--- config.mk ---
export PLATFORM = sky130hd
export DESIGN_NAME = fifo
export DESIGN_NICKNAME = d
export VERILOG_FILES = /design/src/rtl/fifo.sv
export SDC_FILE = /design/constraint.sdc
export NUM_CORES = 1
export LEC_CHECK = 0
export CAP_MARGIN = 40
export CORE_MARGIN = 10
export CORE_UTILIZATION = 45
export CTS_BUF_LIST = sky130_fd_sc_hd__clkbuf_4
export DETAILED_ROUTE_END_ITERATION = 16
export PLACE_DENSITY = 0.7
export SLEW_MARGIN = 20
export SYNTH_ARGS = -nofsm -noshare
export SYNTH_HDL_FRONTEND = slang
export SYNTH_SLANG_ARGS = --single-unit
--- constraint.sdc ---
create_clock -name clk -period 2.3 [get_ports clk]
set_clock_uncertainty 0.05 [all_clocks]
set_input_delay 0.69 -clock clk [delete_from_list [all_inputs] [get_ports clk]]
set_output_delay 0.69 -clock clk [all_outputs]
set_load 0.05 [all_outputs]
--- src/rtl/fifo.sv ---
// Single-clock FIFO with registered read data.
// Flags decode the occupancy counter; push_ptr is exported for debug.
module fifo #(
  parameter int width  = 4,
  parameter int length = 4
) (
  input  logic                         clk,
  input  logic                         rstn,
  input  logic                         push,
  input  logic                         pop,
  input  logic [width-1:0]             data,
  output logic [$clog2(length-1)-1:0]  push_ptr,
  output logic                         full,
  output logic                         empty,
  output logic [width-1:0]             out
);

  localparam int aw = $clog2(length-1);
  localparam int cw = $clog2(length)+1;

  localparam logic [aw-1:0] ptr_one = aw'(1);
  localparam logic [cw-1:0] cnt_one = cw'(1);
  localparam logic [cw-1:0] cnt_max = cw'(length);

  logic [width-1:0] mem [length];
  logic [aw-1:0]    pop_ptr;
  logic [cw-1:0]    count;

  logic push_ok;
  logic pop_ok;

  assign full  = (count == cnt_max);
  assign empty = (count == '0);

  // A pop frees a slot in the same edge, so push is allowed at full.
  assign pop_ok  = pop && !empty;
  assign push_ok = push && (!full || pop_ok);

  // Storage is intentionally left uncleared by reset.
  always_ff @(posedge clk) begin
    if (!rstn && push_ok) begin
      mem[push_ptr] <= data;
    end
  end

  always_ff @(posedge clk) begin
    if (rstn) begin
      push_ptr <= '0;
    end else if (push_ok) begin
      push_ptr <= push_ptr + ptr_one;
    end
  end

  always_ff @(posedge clk) begin
    if (rstn) begin
      pop_ptr <= '0;
      out     <= '0;
    end else if (pop_ok) begin
      pop_ptr <= pop_ptr + ptr_one;
      out     <= mem[pop_ptr];
    end
  end

  always_ff @(posedge clk) begin
    if (rstn) begin
      count <= '0;
    end else begin
      unique case ({push_ok, pop_ok})
        2'b10:   count <= count + cnt_one;
        2'b01:   count <= count - cnt_one;
        default: count <= count;
      endcase
    end
  end

endmodule

# --- Yosys cells after proc, flatten, opt, wreduce, memory -nomap -nowiden ---
# Memory sizes are Yosys's and may differ from the RTL's. A register that Yosys moved wholly into a read port is not among the register bits.
# Cells that the tools add are included.
classes:
  n_eq_ne: 3
  muxes: 3
  reduce_logical: 9
  addsub: 4
op_table:
  columns: ["operator", "count"]
  rows:
  - ["3-bit one-hot mux with 2 select lines", 1]
  - ["2-bit by 1-bit adder with 2-bit output, second input constant", 2]
  - ["3-bit by 1-bit adder with 3-bit output, second input constant", 1]
  - ["3-bit == test, second input constant", 1]
  - ["1-bit logical AND", 3]
  - ["1-bit zero test", 3]
  - ["3-bit zero test", 1]
  - ["3-bit by 1-bit subtractor with 3-bit output, second input constant", 1]
  - ["2-bit by 1-bit == test with 1-bit output, second input constant", 1]
  - ["2-bit == test, second input constant", 1]
  - ["1-bit 2-to-1 mux", 2]
  - ["2-bit nonzero test", 1]
  - ["1-bit logical OR", 1]
totals:
  memories: 1
  mem_bits_rw: 16
  reg_bits: 7
  output_inout_bits: 8
  in_bits: 8
mem_list:
  columns: ["memory", "depth", "word_bits", "read_ports", "rd_clocked_by_memory_dff", "write_ports", "line", "text"]
  rows:
  - ["mem", 4, 4, 1, 1, 1, "25", "logic [width-1:0] mem [length];"]

# --- Longest topological paths before layout ---
# Gate-level depths: netlist of the first run.
depth:
  ltp_word: 8
  depth_mapped: 8
  ltp_nobuf: 6

# --- Worst setup path after synthesis of the first run ---
# OpenSTA, ideal clock, no wires.
synth_path:
  kind: "register to output"
  startpoint: "reg count[2]"
  endpoint: "out full"
  path_stages_with_launch: 3
  arrival_time_ns: 1.546
  path_buffers: 0
  t_required_ns: 1.560
  setup_slack_ns: 0.014
  cell_sequence: "dfxtp_1 > inv_2 > nor3_1"
synth_via:
  elab_chain_cells: 1
synth_lines:
  columns: ["item", "line", "text"]
  rows:
  - ["from (decl)", "27", "logic [cw-1:0] count;"]
  - ["from (signal assigned)", "69", "2'b10: count <= count + cnt_one;"]
  - ["from (signal assigned)", "70", "2'b01: count <= count - cnt_one;"]
  - ["from (signal assigned)", "71", "default: count <= count;"]
  - ["3-bit == test", "32", "assign full = (count == cnt_max);"]
  - ["to (decl)", "13", "output logic full,"]
# No other way between the ends.

# --- Worst setup path after layout of the first run ---
layout_path:
  startpoint: "in pop"
  endpoint: "reg count[2]"
layout_via:
  elab_chain_cells: 5
  word_cells_on_any_way: 7
layout_lines:
  columns: ["item", "line", "text"]
  rows:
  - ["from (decl)", "10", "input logic pop,"]
  - ["1-bit logical AND *", "36", "assign pop_ok = pop && !empty;"]
  - ["1-bit logical OR", "37", "assign push_ok = push && (!full || pop_ok);"]
  - ["1-bit logical AND", "37", null]
  - ["2-bit by 1-bit == test with 1-bit output or 2-bit == test (tied branches)", "68", "unique case ({push_ok, pop_ok})"]
  - ["3-bit one-hot mux with 2 select lines or 2-bit nonzero test (tied branches)", null, null]
# Mark *: on every way between the ends. The rest lies on a longest branch, timed or not.
# A chain may end at the register's enable or synchronous reset.

==> metrics.txt, run 1 <==
Die Wd 71.9 µm; Die Span Y between 70 and 80 µm; antenna violations before repair 0; initial core utilization 0.480; status complete, no violations; Worst R2R Path Depth 5; unrepaired setup endpoints after global routing false; synthesized area ~1200 µm²; share of cells above drive strength 1 0.186; Hold WS between 0.4 and 0.5 ns; CTS tree built; via count between 700 and 800; placeable core region 2520 µm²; Rows 18; Final Setup Violations 0; Mapped Cells 94; Worst R2R End count[2]$_SDFFE_PP0P_; cts hold-fix bufs 0; post-synthesis cell type count 29; postcts setup bufs 0; Slew @ Worst Pin roughly 0.5 ns; num ports 16; worst reg2reg startpoint count[0]$_SDFFE_PP0P_; CP cell instances clkdlybuf4s50_1 -> o31a_1 -> nand2b_1 -> fa_1 -> o31ai_2 -> mux2_1; dpl cells about 140; Post-DP Area ~1400 µm²; nets@finish 127; Final Hold Fails 0; Finished Core Util 0.576; drt wl/cell approximately 14 µm; Net Count, Synth 107; Clk Latency, worst-skew pair about 0.32 ns; hold endpoint out[2]$_SDFFE_PP0N_; DP HPWL 1570 µm; H-tree depth 1; largest net degree at the start of global routing 16; Worst slew margin 0.666; maximum clock rate 451 MHz; Setup CP Type input pin to register; global-route usage over all layers 0.0809; dominant cells by area after synthesis edfxtp_1, dfxtp_1, mux4_2; DR iter-0 viols 44; final wirelength 2000 µm; die area 5160 µm²; Resize count post-CTS 0; Worst path depth 6; flops & latches, synth 27; Slew Limit Fails 0; Max Cap Viol 0; DRC 0; delay-heaviest family, CP buffers and inverters; CP Max Fanout 2; post-route ant nets 0; clock-pin transition on the worst setup and hold timing paths ~0.14 ns; # clock sinks 27; GP Congestion slightly above 0.7; Vias/cell around 5.1; static leakage 0.518 nW; peak supply drop approximately 570 µV; TritonRoute pass-1 iters 4; Hold Path Class register to register; Critical Path RT about 2.5 ns; Overflow after GRT 0; Bufs and invs on worst path 1; first-pass GRT wire length 3430 µm; HP Start out[2]$_SDFFE_PP0N_; Seq/Total Area, Yosys 0.579; Tcrit/Tclk final 0.964; vias in the first global route 720; CTS max path bufs 2; # diodes 0; Worst Path Arrival 2.39 ns; synth warn 0; Total Power 1.15 mW; Syn Area/Cell 12.9 µm²; crit path capture type register; P&R area growth vs syn 20.2%; Synth top area share 0.397; minimum clock period 2.22 ns; Pwr Density 794 nW/µm²; Num CTS Buffers 3; Final Cell Area 1450 µm²; Max stage delay on crit path 0.48 ns; Hold Path Stages 2; IO buf count 15; slowest CP cell clkdlybuf4s50_1; crit start category input pin; R2R Setup Slk 0.36 ns; clk root buf clkbuf_4; final std cells w/o fill between 100 and 150; post-synth top area cell edfxtp_1
stage by stage:
stage | setup TNS (ns) | worst slack (ns)
finish | 0 | 0.0827
global route | 0 | 0.00146
CTS | 0 | 0.0666
detailed placement | -0.433 | -0.281
global placement | -0.330 | -0.228
floorplan | 0 | 0.0136
synth_stat cells:
cell / number
ha_1: 4
mux4_2: 4
nand2b_1: 3
a211oi_1: 1
a21oi_1: 4
dfxtp_1: 11
o41ai_4: 1
o31a_1: 1
buf_2: 4
nand3_1: 2
inv_2: 1
xnor2_1: 2
a31oi_1: 1
a221oi_1: 1
clkbuf_1: 1
fa_1: 1
inv_1: 5
o31ai_2: 1
or2_2: 1
nand2_1: 9
mux2i_1: 1
nor3_1: 2
xor2_1: 3
mux2_1: 1
edfxtp_1: 16
and2_1: 4
nor2_1: 7
nand3b_1: 1
o2111ai_1: 1
how the worst max path moves through the flow:
stage / from / end / slack (ns)
after floorplan: count[2]$_SDFFE_PP0P_ / full / 0.01
after global placement: pop / count[2]$_SDFFE_PP0P_ / -0.23
after detailed placement: pop / count[2]$_SDFFE_PP0P_ / -0.28
after CTS: out[0]$_SDFFE_PP0N_ / out[0] / 0.07
after global routing: out[1]$_SDFFE_PP0N_ / out[1] / 0.001
final: pop / count[2]$_SDFFE_PP0P_ / 0.08
cell usage in the layout (no fill, tap or decap), types with 3 or more instances in the layout:
| cell | netlist | final |
|---|---|---|
| a21oi_1 | 4 | 4 |
| dfxtp_1 | 11 | 11 |
| clkbuf_4 | 0 | 3 |
| clkdlybuf4s50_1 | 0 | 11 |
| ha_1 | 4 | 4 |
| nand2b_1 | 3 | 3 |
| nand2_1 | 9 | 9 |
| nor2_1 | 7 | 7 |
| xor2_1 | 3 | 3 |
| inv_1 | 5 | 5 |
| edfxtp_1 | 16 | 16 |
| mux4_2 | 4 | 4 |
| and2_1 | 4 | 4 |
| buf_4 | 0 | 7 |
registers in the layout, summed over array words and instances (netlist names):
register,flops
count,3
mem,16
out,4
pop_ptr,2
push_ptr,2
where the power goes:
part | internal (mW) | total [mW] | switching [mW] | leakage, nW
combinational | 0.164 | 0.359 | 0.195 | 0.265
clock | 0.0651 | 0.196 | 0.131 | 0.0177
sequential | 0.551 | 0.599 | 0.0477 | 0.235
kinds of logic after synthesis:
logic type               share of synthesized area
multiplexers                                0.0920
flip-flops                                   0.579
AO/OA/AOI/OAI                               0.0827
adder cells (fa/ha/maj)                     0.0579
XOR/XNOR                                    0.0362
buffers and inverters                       0.0383
AND/OR/NAND/NOR                              0.114
worst reg2reg max path, delay by kind of cell, from the launching register on:
family / cells / cell delay (ns)
flops: 1 / 0.55
mux: 1 / 0.33
simple gates: 1 / 0.07
fa+ha+maj: 1 / 0.40
compound gates: 2 / 0.46
cell type report:
cell class / instances / area (µm²)
clock buffer: 3 / 22.5
clock inverter: 1 / 5.00
fill: 222 / 1070
inverter: 6 / 22.5
multi-input combinational: 56 / 463
sequential: 27 / 701
tap: 30 / 37.5
timing repair buffer: 20 / 203
routing by layer:
layer	up-vias	share of wire	global-route usage	routed length [µm]
met2	13	0.48	0.125	958
li1	370	-	-	-
met1	339	0.46	0.101	913
met5	-	0	0	0
met4	0	0.0020	0.0129	4
met3	2	0.063	0.0386	125
No activity file was read; power rests on OpenSTA's default activity.
==> run 2: changes to the inputs <==
--- a/config.mk
+++ b/config.mk
@@ -5,7 +5,6 @@
 export SDC_FILE = /design/constraint.sdc
 export NUM_CORES = 1
 export LEC_CHECK = 0
-export CAP_MARGIN = 40
 export CORE_MARGIN = 10
 export CORE_UTILIZATION = 45
 export CTS_BUF_LIST = sky130_fd_sc_hd__clkbuf_4
==> results of run 2 <==
Final layout, timing and power as in run 1 (identical DEF).
